$ cat src/rtl/be8_pkg.sv
// Shared definitions for the RAM loader: state encoding, error codes and
// default RAM geometry.
package be8_pkg;

    localparam int RAM_DEPTH  = 16;
    localparam int RAM_ADDR_W = 4;
    localparam int DATA_W     = 8;

    typedef enum logic [2:0] {
        ST_IDLE   = 3'd0,
        ST_LOAD   = 3'd1,
        ST_CHECK  = 3'd2,
        ST_VERIFY = 3'd3,
        ST_DONE   = 3'd4,
        ST_FAIL   = 3'd5
    } state_t;

    localparam logic [1:0] ERR_NONE = 2'b00;
    localparam logic [1:0] ERR_CSUM = 2'b01;
    localparam logic [1:0] ERR_RDBK = 2'b10;

endpackage

$ cat src/rtl/ram_loader_acc.sv
// Modulo 2**DATA_W accumulator.
// Ports:
//   CLK, RESET  - clock, synchronous active-high reset
//   clr         - zero the accumulator (wins over add)
//   add         - add add_val this cycle
//   add_val     - value to add
//   value       - current accumulated value
module ram_loader_acc #(
    parameter int DATA_W = 8
) (
    input  logic              CLK,
    input  logic              RESET,
    input  logic              clr,
    input  logic              add,
    input  logic [DATA_W-1:0] add_val,
    output logic [DATA_W-1:0] value
);

    logic [DATA_W-1:0] acc_q;
    logic [DATA_W-1:0] acc_d;

    always_comb begin
        acc_d = acc_q;
        if (clr) begin
            acc_d = '0;
        end else if (add) begin
            acc_d = acc_q + add_val;
        end
    end

    always_ff @(posedge CLK) begin
        if (RESET) begin
            acc_q <= '0;
        end else begin
            acc_q <= acc_d;
        end
    end

    assign value = acc_q;

endmodule

$ cat src/rtl/ram_loader.sv
// RAM loader: fills the program RAM from a byte stream while the CPU is held
// off the bus, checks the stream checksum, then reads the RAM back and
// compares the readback sum against the stream sum.
// Ports:
//   CLK, RESET          - clock, synchronous active-high reset
//   START               - one-cycle load request (honoured in IDLE/DONE/FAIL)
//   IN_DATA, IN_VALID   - stream byte and its valid
//   IN_READY            - loader accepts a byte this cycle
//   RAM_ADDR, RAM_DIN   - RAM address and write data
//   RAM_RI              - RAM write enable
//   RAM_DOUT            - RAM read data, one cycle after RAM_ADDR
//   BUSY                - CPU halt / bus mux select
//   DONE                - image loaded and verified
//   ERR                 - 00 none, 01 checksum, 10 readback
//
// state  | meaning
// IDLE   | waiting for START
// LOAD   | accepting DEPTH image bytes, each written to RAM as accepted
// CHECK  | waiting for the checksum byte
// VERIFY | reading RAM back, DEPTH+1 cycles (one extra for read latency)
// DONE   | image good; waits for START
// FAIL   | ERR holds the cause; waits for START
module ram_loader #(
    parameter int DEPTH  = be8_pkg::RAM_DEPTH,
    parameter int ADDR_W = be8_pkg::RAM_ADDR_W,
    parameter int DATA_W = be8_pkg::DATA_W
) (
    input  logic              CLK,
    input  logic              RESET,
    input  logic              START,
    input  logic [DATA_W-1:0] IN_DATA,
    input  logic              IN_VALID,
    output logic              IN_READY,
    output logic [ADDR_W-1:0] RAM_ADDR,
    output logic [DATA_W-1:0] RAM_DIN,
    output logic              RAM_RI,
    input  logic [DATA_W-1:0] RAM_DOUT,
    output logic              BUSY,
    output logic              DONE,
    output logic [1:0]        ERR
);

    import be8_pkg::*;

    // Counters carry one extra bit so they can reach DEPTH without wrapping.
    localparam logic [ADDR_W:0] CNT_LAST = (ADDR_W+1)'(DEPTH - 1);
    localparam logic [ADDR_W:0] CNT_END  = (ADDR_W+1)'(DEPTH);

    state_t            state_q, state_d;
    logic [ADDR_W:0]   wcnt_q, wcnt_d;
    logic [ADDR_W:0]   vcnt_q, vcnt_d;
    logic [1:0]        err_q, err_d;

    logic              sum_clr, sum_add;
    logic              rsum_clr, rsum_add;
    logic [DATA_W-1:0] sum_val, rsum_val;
    logic [DATA_W-1:0] rsum_nxt;
    logic [DATA_W-1:0] csum_chk;
    logic              accept;

    ram_loader_acc #(.DATA_W(DATA_W)) u_sum (
        .CLK     (CLK),
        .RESET   (RESET),
        .clr     (sum_clr),
        .add     (sum_add),
        .add_val (IN_DATA),
        .value   (sum_val)
    );

    ram_loader_acc #(.DATA_W(DATA_W)) u_rsum (
        .CLK     (CLK),
        .RESET   (RESET),
        .clr     (rsum_clr),
        .add     (rsum_add),
        .add_val (RAM_DOUT),
        .value   (rsum_val)
    );

    // IN_READY and RAM_RI are forced low during reset so a reset cycle can
    // never accept a byte or write the RAM.
    assign IN_READY = ~RESET & ((state_q == ST_LOAD) | (state_q == ST_CHECK));
    assign RAM_RI   = ~RESET & (state_q == ST_LOAD) & IN_VALID;
    assign accept   = IN_VALID & IN_READY;

    assign csum_chk = sum_val + IN_DATA;
    // The last readback add and the compare share a cycle, so compare
    // against the value the accumulator is about to take.
    assign rsum_nxt = rsum_val + RAM_DOUT;

    always_comb begin
        RAM_ADDR = '0;
        RAM_DIN  = '0;
        case (state_q)
            ST_LOAD: begin
                RAM_ADDR = wcnt_q[ADDR_W-1:0];
                RAM_DIN  = IN_DATA;
            end
            ST_VERIFY: begin
                RAM_ADDR = vcnt_q[ADDR_W-1:0];
            end
            default: ;
        endcase
    end

    always_comb begin
        state_d  = state_q;
        wcnt_d   = wcnt_q;
        vcnt_d   = vcnt_q;
        err_d    = err_q;
        sum_clr  = 1'b0;
        sum_add  = 1'b0;
        rsum_clr = 1'b0;
        rsum_add = 1'b0;
        case (state_q)
            ST_IDLE, ST_DONE, ST_FAIL: begin
                if (START) begin
                    state_d = ST_LOAD;
                    wcnt_d  = '0;
                    err_d   = ERR_NONE;
                    sum_clr = 1'b1;
                end
            end
            ST_LOAD: begin
                if (accept) begin
                    sum_add = 1'b1;
                    wcnt_d  = wcnt_q + 1'b1;
                    if (wcnt_q == CNT_LAST) begin
                        state_d = ST_CHECK;
                    end
                end
            end
            ST_CHECK: begin
                if (accept) begin
                    if (csum_chk == '0) begin
                        state_d  = ST_VERIFY;
                        vcnt_d   = '0;
                        rsum_clr = 1'b1;
                    end else begin
                        state_d = ST_FAIL;
                        err_d   = ERR_CSUM;
                    end
                end
            end
            ST_VERIFY: begin
                vcnt_d = vcnt_q + 1'b1;
                // Read data lags the address by one cycle; nothing to add
                // on the first cycle.
                rsum_add = (vcnt_q != '0);
                if (vcnt_q == CNT_END) begin
                    if (rsum_nxt == sum_val) begin
                        state_d = ST_DONE;
                    end else begin
                        state_d = ST_FAIL;
                        err_d   = ERR_RDBK;
                    end
                end
            end
            default: begin
                state_d = ST_IDLE;
            end
        endcase
    end

    always_ff @(posedge CLK) begin
        if (RESET) begin
            state_q <= ST_IDLE;
            wcnt_q  <= '0;
            vcnt_q  <= '0;
            err_q   <= ERR_NONE;
        end else begin
            state_q <= state_d;
            wcnt_q  <= wcnt_d;
            vcnt_q  <= vcnt_d;
            err_q   <= err_d;
        end
    end

    assign BUSY = (state_q == ST_LOAD) | (state_q == ST_CHECK) | (state_q == ST_VERIFY);
    assign DONE = (state_q == ST_DONE);
    assign ERR  = err_q;

endmodule
$ cat config.mk
export PLATFORM = sky130hd
export DESIGN_NAME = ram_loader
export DESIGN_NICKNAME = d
export VERILOG_FILES = /design/src/rtl/be8_pkg.sv /design/src/rtl/ram_loader_acc.sv /design/src/rtl/ram_loader.sv
export SDC_FILE = /design/constraint.sdc
export NUM_CORES = 1
export LEC_CHECK = 0
export ABC_AREA = 1
export BUFFER_PORTS_ARGS = -buffer_cell sky130_fd_sc_hd__buf_2
export CELL_PAD_IN_SITES_DETAIL_PLACEMENT = 1
export CELL_PAD_IN_SITES_GLOBAL_PLACEMENT = 2
export CORE_UTILIZATION = 32
export CTS_CLUSTER_DIAMETER = 200
export DETAILED_ROUTE_END_ITERATION = 12
export GPL_ROUTABILITY_DRIVEN = 0
export PLACE_DENSITY_LB_ADDON = 0.1
export RECOVER_POWER = 50
export SYNTH_ARGS = -nofsm -noshare
export SYNTH_HDL_FRONTEND = slang
export SYNTH_HIERARCHICAL = 1
export SYNTH_SLANG_ARGS = --single-unit
$ cat constraint.sdc
create_clock -name CLK -period 2.7 [get_ports CLK]
set_input_delay 0.54 -clock CLK [delete_from_list [all_inputs] [get_ports CLK]]
set_output_delay 0.54 -clock CLK [all_outputs]
set_load 0.05 [all_outputs]
==> flow_summary.yaml <==
layout:
  nFillCells: 1362
  area_delta_synth_final_pct: 14.39
  layoutNonFillerInstCount: 707
  fin_util_pct: 38.24
  final_common_cell: "nand2_1"
  diodes: 0
  final_nets: 629
  final_cell_mix: "nand2_1, inv_1, nor2_1"
  drive_gt1_share_pct: 14.98
synth:
  synth.net_count: 580
  ys_seq_elements: 31
  synth_mux_area_share_pct: 0
  ys_types: 41
  synth_area_sq_um: 3313
  synthXorXnorAreaFrac_pct: 4.154
  synth_fa_ha_area_share_pct: 14.50
  synth-simple-area-share_pct: 39.12
  yosysSeqAreaShare_pct: 18.73
  synthArstFlopShare_pct: 0
  synth_compound_area_share_pct: 10.46
  synth-edff-count: 0
  synth_top_family_by_area: "simple AND/OR/NAND/NOR gates"
  syn_inst: 524
  yosysWarnings: 6
  avgSynthCellArea_sq_um: 6.323
  synthFlopType: "dfxtp_1"
grt:
  grt_max_degree: 20
  track_usage_pct: 17.61
  globalRouteOverflowTotal: 0
  grt_pass1_vias: 3311
  grt_pass1_wl_mm: 15.49
  grt_antenna_before_repair: 0
die:
  dieArea_sq_um: 10770
  start_util_pct: 33.43
  fp.coreArea_sq_um: 9910
  die_x_um: 103.8
  die_h_um: 103.8
  fp-row-count: 36
  ios: 38
place:
  placed_cells: 699
  place_hpwl_mm: 7.634
  dp_slack_ns: -0.1808
  port_buffers: 37
sta:
  maxSlewHeadroom_pct: 58.92
  rsz0062_at_grt: "no"
  setup_viol: 0
  fin_crit_sh_pct: 93.77
  drv_slew: 0
  finalCriticalPeriod_ns: 2.532
  setup_slack_ns: 0.1682
  hold_violations: 0
  finClkSkew_ns: 0.007771
  worst_pin_slew_ns: 0.6161
  max_freq_mhz: 395.0
drt:
  wl_mm: 9.033
  wl_per_cell_um: 12.78
  drc_errors: 0
  vias_per_cell: 4.656
  ant_nets: 0
  dr.pass1.iters: 4
  drtIter0Drc: 61
  vias: 3292
cts:
  clock-sinks: 31
  numCtsBuffers: 5
  clock_latency_ns: 0.29
  clock_path_buffers: 2
  htree_num_levels: 2
  hold_buffers: 0
  cts_tree: "built"
  cts_root_buf: "clkbuf_8"
  clk_pin_slew_ns: 0.08
pwr:
  combPwrFrac_pct: 51.8
  clkPwrFrac_pct: 22.4
  leakagePower_nw: 2.080
  peakVddDrop_mv: 0.3878
  p_seq_share_pct: 25.8
  swShare_pct: 48.65
  cellInternalPower_w: 0.001086
  p_per_area_nw_per_um2: 558.2
  p_sw_w: 0.001029
critical_path:
  critPathLaunchType: "flop"
  cp_slowest_cell: "dfxtp_1"
  cp-end-kind: "primary output"
  r2r-start: "u_sum/value[0]$_SDFFE_PP0P_"
  slowest_delay_ns: 0.35
  path_max_fanout: 5
  crit_start: "state_q[0]$_SDFFE_PP0P_"
  critical_path_class: "flop to primary output"
  path_cells: "inv_1 -> nor2_1 -> nand2_2 -> a21oi_1 -> nand2_4 -> nor2_4 -> buf_2"
  required_ns: 2.16
  cp.arrival_ns: 1.99
run_status:
  outcome: "finished clean"
worst_hold_path:
  holdCritStartpoint: "vcnt_q[1]$_SDFFE_PP0P_"
  hold_class: "flop to flop"
flow_run:
  cap_violations: 0
## sequential cells by signal (all words and copies together), names as in the netlist
name and count:
wcnt_q 5, vcnt_q 5, ERR 2, state_q 3, u_sum/value 8, u_rsum/value 8
## per-stage QoR
step,total power [W],hold WS (ns),area [sq um],setup TNS [ns]
CTS,0.002186,0.4905,3815,0
floorplan,0.001429,0.4569,3313,0
global placement,0.001672,0.4715,3702,-0.4338
detailed placement,0.001695,0.4782,3702,-1.211
finish,0.002116,0.4868,3790,0
global route,0.002281,0.5087,3790,0
## path summary, 6_finish.rpt
kind         depth (start not counted)                            to  slack (ns)
min                                  2        vcnt_q[1]$_SDFFE_PP0P_        0.49
max                                  7                        RAM_RI        0.17
min reg2reg                          2        vcnt_q[1]$_SDFFE_PP0P_        0.49
max reg2reg                         15  u_rsum/value[2]$_SDFFE_PP0P_        0.21
## cells in the mapped netlist (2+ instances only)
| master | n | area [sq um] |
|---|---|---|
| o21ai_0 | 6 | 30.03 |
| nand3b_1 | 7 | 52.55 |
| o211ai_1 | 4 | 30.03 |
| buf_6 | 2 | 22.52 |
| nand4_1 | 3 | 18.77 |
| nand3_2 | 2 | 20.02 |
| or2_2 | 2 | 12.51 |
| xnor2_1 | 9 | 78.83 |
| ha_1 | 32 | 400.4 |
| a21oi_4 | 2 | 32.53 |
| xnor2_2 | 2 | 32.53 |
| inv_1 | 98 | 367.9 |
| nand2_2 | 7 | 43.79 |
| nand2_1 | 142 | 533.0 |
| o21ai_2 | 2 | 17.52 |
| fa_1 | 4 | 80.08 |
| nor2_2 | 2 | 12.51 |
| nand3_1 | 39 | 195.2 |
| inv_2 | 6 | 22.52 |
| nand3b_4 | 2 | 40.04 |
| a21oi_1 | 28 | 140.1 |
| o21ai_1 | 2 | 10.01 |
| clkbuf_1 | 2 | 7.510 |
| dfxtp_1 | 31 | 620.6 |
| nor2_4 | 4 | 45.04 |
| or2_4 | 4 | 35.03 |
| nor3_1 | 6 | 30.03 |
| xor2_1 | 3 | 26.28 |
| nor2_1 | 55 | 206.5 |
| nand2_4 | 2 | 22.52 |
| o22ai_1 | 4 | 25.02 |
## worst max-delay path: cells and delay by family (launching register included)
kind,cells,cell delay [ns]
buf+inv,2,0.39
simple gates,4,0.63
flops,1,0.35
compound gates,1,0.34
## metal layers
layer,part of all wire (%),up-vias,GRT usage [%]
li1,-,1734,-
met1,50,1519,22.99
met4,0.43,0,3.061
met5,0,-,0
met3,2.4,4,2.580
met2,47,35,30.97
## power by group through the flow
stage | Combinational, W | Clock (W) | Sequential, W
finish | 0.00110 | 0.000474 | 0.000547
global route | 0.00121 | 0.000516 | 0.000554
CTS | 0.00114 | 0.000497 | 0.000548
detailed placement | 0.00114 | 0 | 0.000556
global placement | 0.00111 | 0 | 0.000557
floorplan | 0.000842 | 0 | 0.000586
## cell families (layout without fill, tap and decap cells)
| family | count (synthesis) | count (layout) |
|---|---|---|
| xor+xnor | 14 | 14 |
| buf+inv | 110 | 160 |
| compound gates | 54 | 54 |
| fa+ha+maj | 36 | 36 |
| simple gates | 279 | 279 |
| flops | 31 | 31 |
## repair_timing
action | in CTS | in global routing
setup endpoints to repair | 0 | 4
setup buffers | 0 | 0
resized for setup | 0 | 2
## final cells by class
cell class | count | area [sq um] | area share (%)
Tap cell | 133 | 166.4 | 4.391
Multi-Input combinational cell | 383 | 2250 | 59.36
Sequential cell | 31 | 620.6 | 16.38
Timing Repair Buffer | 47 | 246.5 | 6.504
Inverter | 105 | 394.1 | 10.40
Clock buffer | 5 | 68.82 | 1.816
Clock inverter | 3 | 43.79 | 1.155
Power figures use the tool's default switching activity.
